## src/rtl/button_conditioner_pkg.sv

```systemverilog
// Shared types for the pushbutton conditioner: FSM state encoding and the
// debounce counter width helper.
package button_conditioner_pkg;

  typedef enum logic [1:0] {
    IDLE       = 2'd0,
    DB_PRESS   = 2'd1,
    HELD       = 2'd2,
    DB_RELEASE = 2'd3
  } state_t;

  // Wide enough to hold 0..cycles-1; never narrower than one bit.
  function automatic int cnt_width(input int cycles);
    int w;
    w = $clog2(cycles);
    return (w < 1) ? 1 : w;
  endfunction

endpackage

```

## src/rtl/button_conditioner_sync2.sv

```systemverilog
// Two-flop synchronizer for a single asynchronous bit, with a selectable
// value loaded on reset.
module sync2 #(
  parameter logic RESET_VALUE = 1'b0
) (
  input  logic clk,
  input  logic rst,
  input  logic d,
  output logic q
);

  logic meta;

  always_ff @(posedge clk or posedge rst) begin
    if (rst) begin
      meta <= RESET_VALUE;
      q    <= RESET_VALUE;
    end else begin
      meta <= d;
      q    <= meta;
    end
  end

endmodule

```

## src/rtl/button_conditioner.sv

```systemverilog
// Debounces a raw pushbutton and derives level, press/release pulses, a press
// toggle and a press counter. The release pulse port is release_pulse because
// release is a SystemVerilog keyword.
module button_conditioner
  import button_conditioner_pkg::*;
#(
  parameter int DEBOUNCE_CYCLES = 12000,
  parameter bit ACTIVE_LOW      = 1'b0
) (
  input  logic       clk,
  input  logic       rst,
  input  logic       btn,
  output logic       level,
  output logic       press,
  output logic       release_pulse,
  output logic       toggle,
  output logic [7:0] count
);

  localparam int CW = cnt_width(DEBOUNCE_CYCLES);
  localparam logic [CW-1:0] CNT_MAX = CW'(DEBOUNCE_CYCLES - 1);

  logic          btn_in;
  logic          btn_s;
  state_t        state, state_next;
  logic [CW-1:0] cnt, cnt_next;
  logic          press_set, release_set;

  // Inverting before the synchronizer means the flops always reset to "released".
  assign btn_in = ACTIVE_LOW ? ~btn : btn;

  sync2 #(
    .RESET_VALUE(1'b0)
  ) u_sync (
    .clk(clk),
    .rst(rst),
    .d  (btn_in),
    .q  (btn_s)
  );

  always_comb begin
    state_next  = state;
    cnt_next    = cnt;
    press_set   = 1'b0;
    release_set = 1'b0;
    case (state)
      IDLE: begin
        if (btn_s) begin
          state_next = DB_PRESS;
          cnt_next   = '0;
        end
      end
      DB_PRESS: begin
        if (!btn_s) begin
          state_next = IDLE;
          cnt_next   = '0;
        end else if (cnt == CNT_MAX) begin
          state_next = HELD;
          cnt_next   = '0;
          press_set  = 1'b1;
        end else begin
          cnt_next = cnt + 1'b1;
        end
      end
      HELD: begin
        if (!btn_s) begin
          state_next = DB_RELEASE;
          cnt_next   = '0;
        end
      end
      DB_RELEASE: begin
        if (btn_s) begin
          state_next = HELD;
          cnt_next   = '0;
        end else if (cnt == CNT_MAX) begin
          state_next  = IDLE;
          cnt_next    = '0;
          release_set = 1'b1;
        end else begin
          cnt_next = cnt + 1'b1;
        end
      end
      default: begin
        state_next = IDLE;
        cnt_next   = '0;
      end
    endcase
  end

  // All outputs are registered so level and the pulses move on the same edge.
  always_ff @(posedge clk or posedge rst) begin
    if (rst) begin
      state         <= IDLE;
      cnt           <= '0;
      level         <= 1'b0;
      press         <= 1'b0;
      release_pulse <= 1'b0;
      toggle        <= 1'b0;
      count         <= 8'd0;
    end else begin
      state         <= state_next;
      cnt           <= cnt_next;
      level         <= (state_next == HELD) || (state_next == DB_RELEASE);
      press         <= press_set;
      release_pulse <= release_set;
      if (press_set) begin
        toggle <= ~toggle;
        count  <= count + 8'd1;
      end
    end
  end

endmodule

```

## config.mk

```make
export PLATFORM = sky130hd
export DESIGN_NAME = button_conditioner
export DESIGN_NICKNAME = d
export VERILOG_FILES = /design/src/rtl/button_conditioner_pkg.sv /design/src/rtl/button_conditioner_sync2.sv /design/src/rtl/button_conditioner.sv
export SDC_FILE = /design/constraint.sdc
export NUM_CORES = 1
export LEC_CHECK = 0
export BUFFER_PORTS_ARGS = -buffer_cell sky130_fd_sc_hd__buf_2
export CAP_MARGIN = 15
export CORE_ASPECT_RATIO = 1.75
export CORE_MARGIN = 3
export CORE_UTILIZATION = 55
export DETAILED_ROUTE_END_ITERATION = 10
export GPL_ROUTABILITY_DRIVEN = 0
export PLACE_DENSITY = 0.85
export SYNTH_ARGS = -nofsm -noshare
export SYNTH_HDL_FRONTEND = slang
export SYNTH_SLANG_ARGS = --single-unit
```

## constraint.sdc

```tcl
create_clock -name clk -period 3.9 [get_ports clk]
set_input_delay 0.39 -clock clk [delete_from_list [all_inputs] [get_ports clk]]
set_output_delay 0.39 -clock clk [all_outputs]
set_load 0.02 [all_outputs]
```

### Yosys cells after proc, flatten, opt, wreduce, memory -nomap -nowiden

Index checks and enable logic that the tools add are counted.

* bits in writable memories: 0
* memories: 0
* latch bits: 0
* memory bits (read-only): 0
* bits in registers: 30

* eq/ne operators: 8
* div/mod/pow operators: 0
* bitwise gates (word level): 1
* add/subtract/negate cells: 2
* magnitude comparators: 0
* shift operators: 0
* muxes and demuxes: 18
* multipliers: 0
* reduce and logical (&&, ||, !) cells: 3

Operator list (count)
* 14-bit 2-to-1 mux: 5
* 14-bit case mux with 4 select lines: 1
* 14-bit by 1-bit adder with 14-bit output, second input constant: 1
* 14-bit == test, second input constant: 1
* 2-bit 2-to-1 mux: 6
* 8-bit by 1-bit adder with 8-bit output, second input constant: 1
* 2-bit == test, second input constant: 4
* 2-bit case mux with 4 select lines: 1
* 1-bit 2-to-1 mux: 5
* 2-bit by 1-bit == test with 1-bit output, second input constant: 1
* 2-bit logical NOT: 1
* 2-bit by 1-bit != test with 1-bit output, second input constant: 1
* 2-bit != test, second input constant: 1
* 2-bit AND reduction: 1
* 1-bit logical OR: 1
* 1-bit inverter: 1

### Logic depth before layout (Yosys ltp)

* depth after elaboration: 6
* depth in mapped cells: 6
* depth with buffers taken out: 5

### By module

A second synthesis with hierarchy kept.

* cell total of the unflattened synthesis: 131
* area total of the unflattened synthesis: 1395.1 um2

Modules (own cells, without submodules)
* button_conditioner: sequential area each 675.6 um2, cells an instance 128, area an instance 1341.3 um2, instances 1
* sync2: sequential area each 50.0 um2, cells an instance 3, area an instance 53.8 um2, instances 1

### Least setup slack after synthesis

OpenSTA, ideal clock, no wires.

* path kind: reg-to-reg
* start: reg cnt[12]
* end: reg cnt[13]
* stages on the path, launching flop included: 6
* slack: 1814 ps
* path buffers: 1
* arrival time: 1960 ps
* data required time: 3774 ps
* period minus slack after synthesis: 2086 ps
* cells stage by stage: dfrtp_1 or4b_4 or4_4 buf_6 and4_4 a221o_1

* cells in the longest elaborated chain, start to end: 4
* elaborated cells on any way between the ends: 6

Ends and longest elaborated chain
* start: declaration: RTL line button_conditioner.sv:26 `logic [CW-1:0] cnt, cnt_next;`
* start signal: assignment: RTL line button_conditioner.sv:102 `cnt <= cnt_next;`
* 14-bit by 1-bit adder with 14-bit output or 14-bit == test (tied branches)
* 14-bit 2-to-1 mux (*): RTL line button_conditioner.sv:57, button_conditioner.sv:75
* 14-bit 2-to-1 mux (on tied branches): RTL line button_conditioner.sv:72, button_conditioner.sv:54
* 14-bit case mux with 4 select lines (*): RTL line button_conditioner.sv:46 `case (state)`

Every way passes the cells marked *; elsewhere a longest branch is shown, timed or not.
A chain may end at the register's enable or synchronous reset.

### Final worst setup path

* start: reg cnt[0]
* end: reg cnt[13]

The elaborated chain is that of the path after synthesis.

==> flow_metrics.py <==
metrics = {
    "finish": {
        "multi_input_area_um2": 693,
        "n_fill_cell": 214,
        "syn_to_final_growth_pct": 12.6,
        "mostFrequentLayoutCell": "dfrtp_1",
        "drive_above_1_share_pct": 19.5,
        "final_cell_mix": "29 x dfrtp_1, 14 x nand3_1, 14 x buf_2",
        "fin_area_um2": 1650,
        "num_antenna_cells": 0,
        "seq_area_um2": 726,
        "fin_nets": 163,
    },
    "yosys": {
        "synth_cell_types": 42,
        "synth_top_area_cell": "dfrtp_1",
        "synth_area_leaders": "dfrtp_1 50%, xnor2_1 5.4%, nand3_1 4.8%, a31oi_1 3.9%, nand2_1 2.6%",
        "syn_nets": 146,
        "synth_ff_type": "dfrtp_1",
        "synth.top_cell.area_share_pct": 49.7,
        "synth_edf_count": 0,
        "syn-instance-count": 141,
        "yosysSeqAreaShare_pct": 49.7,
        "synthArstFlopShare_pct": 100,
        "ys_ff_latch": 29,
        "synth_area_um2": 1460,
        "avgSynthCellArea_um2": 10.4,
        "yosysWarningCount": 0,
    },
    "die": {
        "initial_core_util_pct": 57.9,
        "row_count": 24,
        "die_w_um": 45.0,
        "core_area_um2": 2520,
        "die_area_um2": 3340,
        "ios": 15,
        "fp.dieH_um": 74.2,
    },
    "drt": {
        "viasPerCell": 6.83,
        "num_vias": 1264,
        "ant_nets": 0,
        "drtIter0Drc": 71,
        "route.detailed.wl_per_inst_um": 18.3,
        "routed_wl_mm": 3.39,
        "drc_errors": 0,
        "drtPass1Iterations": 6,
    },
    "sta": {
        "timing.fmax_mhz": 421,
        "finalMaxSlewViolations": 0,
        "fin_tns_setup_ns": 0,
        "rsz0062_at_grt": "no",
        "timing.final.crit_share_pct": 60.9,
        "min_period_ns": 2.38,
        "hold_viol_final": 0,
        "setup_violations": 0,
        "skew_ns": 0.00599,
        "tightest_slew_ns": 1.07,
        "slew_headroom_pct": 28.9,
    },
    "setup_path": {
        "startpoint": "cnt[0]",
        "critPathCaptureType": "flop",
        "worst-setup-path-type": "reg2reg",
        "crit_arrival_ns": 2.54,
        "critical_path.max_fanout": 9,
        "cp_data_required_time_ns": 4.07,
        "r2r_start": "cnt[0]",
        "worst_setup_path_start_kind": "flop",
    },
    "clock_tree": {
        "cts_made_buffers": 5,
        "ctsResizeCount": 0,
        "clock-root-buffer": "clkbuf_8",
        "cts_tree": "done",
        "clk_pin_slew_worst_paths_ns": 0.06,
        "cts_hold_buf": 0,
        "clock_latency_ns": 0.28,
        "cts_max_path_buffers": 2,
        "htreeDepth": 2,
        "cts.sinks": 29,
        "post_cts_buffers": 0,
    },
    "grt": {
        "grtUsageTotal_pct": 23.6,
        "antenna_found_initial": 0,
        "grt_pass1_vias": 1234,
        "grt_overflow": 0,
        "grt_pass1_wl_mm": 5.71,
        "grt_max_degree": 30,
    },
    "pwr": {
        "finalPower_uw": 611,
        "peakVddDrop_uv": 312,
        "p_leak_nw": 0.737,
        "power_density_nw_per_um2": 371,
    },
    "placement": {
        "placed_area_um2": 1540,
        "io_buffer_count": 14,
        "dp_hpwl_mm": 2.26,
    },
    "job": {
        "cap_violations": 0,
    },
    "outcome": {
        "status": "finished, final reports clean",
    },
    "hold_path": {
        "hp-class": "in2reg",
        "min_from": "btn",
    },
}
## registers in the layout, indices dropped and copies added, names as in the netlist
register	count
u_sync.q	1
state	1
cnt	14
count	8
press	1
toggle	1
u_sync.meta	1
release_pulse	1
level	1
## area by class of cell
type | instances | area share [%]
flip-flops and latches | 29 | 44.1
multi-input cells | 103 | 42.1
clock buffers | 7 | 5.86
repair buffers | 15 | 4.71
well taps | 26 | 1.98
inverters | 4 | 0.913
clock inverters | 1 | 0.304
## per-layer routing
layer	global-route usage, %	share of wire (%)	vias up
met5	0	0	-
met4	13.0	3.4	0
met3	5.81	4.8	16
met2	41.0	55	49
met1	25.2	37	637
li1	-	-	562
## report_power, final
group	switching [mW]	internal, mW	total (mW)
clock network	0.109	0.159	0.268
registers	0.00945	0.307	0.317
logic	0.0169	0.00884	0.0257
total	0.136	0.475	0.611
## stage by stage
step	worst slack, ns	hold WS (ns)	std cells	util [%]
4_1_cts	1.11	0.212	184	64.9
3_5_place_dp	1.19	0.340	176	60.9
2_1_floorplan	1.81	0.331	141	-
6_report	1.52	0.219	185	65.2
5_1_grt	1.40	0.208	185	65.2
3_3_place_gp	1.31	0.334	176	60.9
## final timing paths
check / depth (start not counted) / slack [ns] / to
worst min register to register: 0 / 0.35 / u_sync.q
min in group asynchronous: 2 / 0.37 / cnt[11]
max in group asynchronous: 2 / 2.88 / u_sync.q
worst max-delay path: 6 / 1.52 / cnt[13]
worst max register to register: 6 / 1.52 / cnt[13]
worst min-delay path: 1 / 0.22 / u_sync.meta
## critical path, cell delays in order, from the launching register on
cell and delay (ns):
dfrtp_1 0.40, ha_1 0.22, nand3_1 0.28, nor4_2 0.62
buf_4 0.28, nor2_1 0.11, a221o_1 0.34
## synthesized netlist by cell type, types with 2 or more instances
library cell  number
a22o_1             3
a21oi_1            2
nand2_1           10
nor4_1             4
o311a_1            2
clkbuf_1           3
a31oi_1            9
xnor2_1            9
a31o_1             2
nor3_1             3
and2_1             3
inv_1              4
nor2_1            10
nand4_1            3
mux2_2             2
nand3_1           14
or3_1              3
nor3b_1            2
dfrtp_1           29
ha_1               2
## cells by family after synthesis
kind of cell / count (synthesis) / share of synthesized area [%]
muxes: 3 / 2.31
AOI/OAI and AO/OA: 23 / 11.7
adders and majority gates: 2 / 1.71
DFF: 29 / 49.7
and+or+nand+nor: 65 / 25.7
xor gates and xnor gates: 10 / 5.99
buffers and inverters: 9 / 2.91
Note: power is estimated with default switching activity, not from simulation.
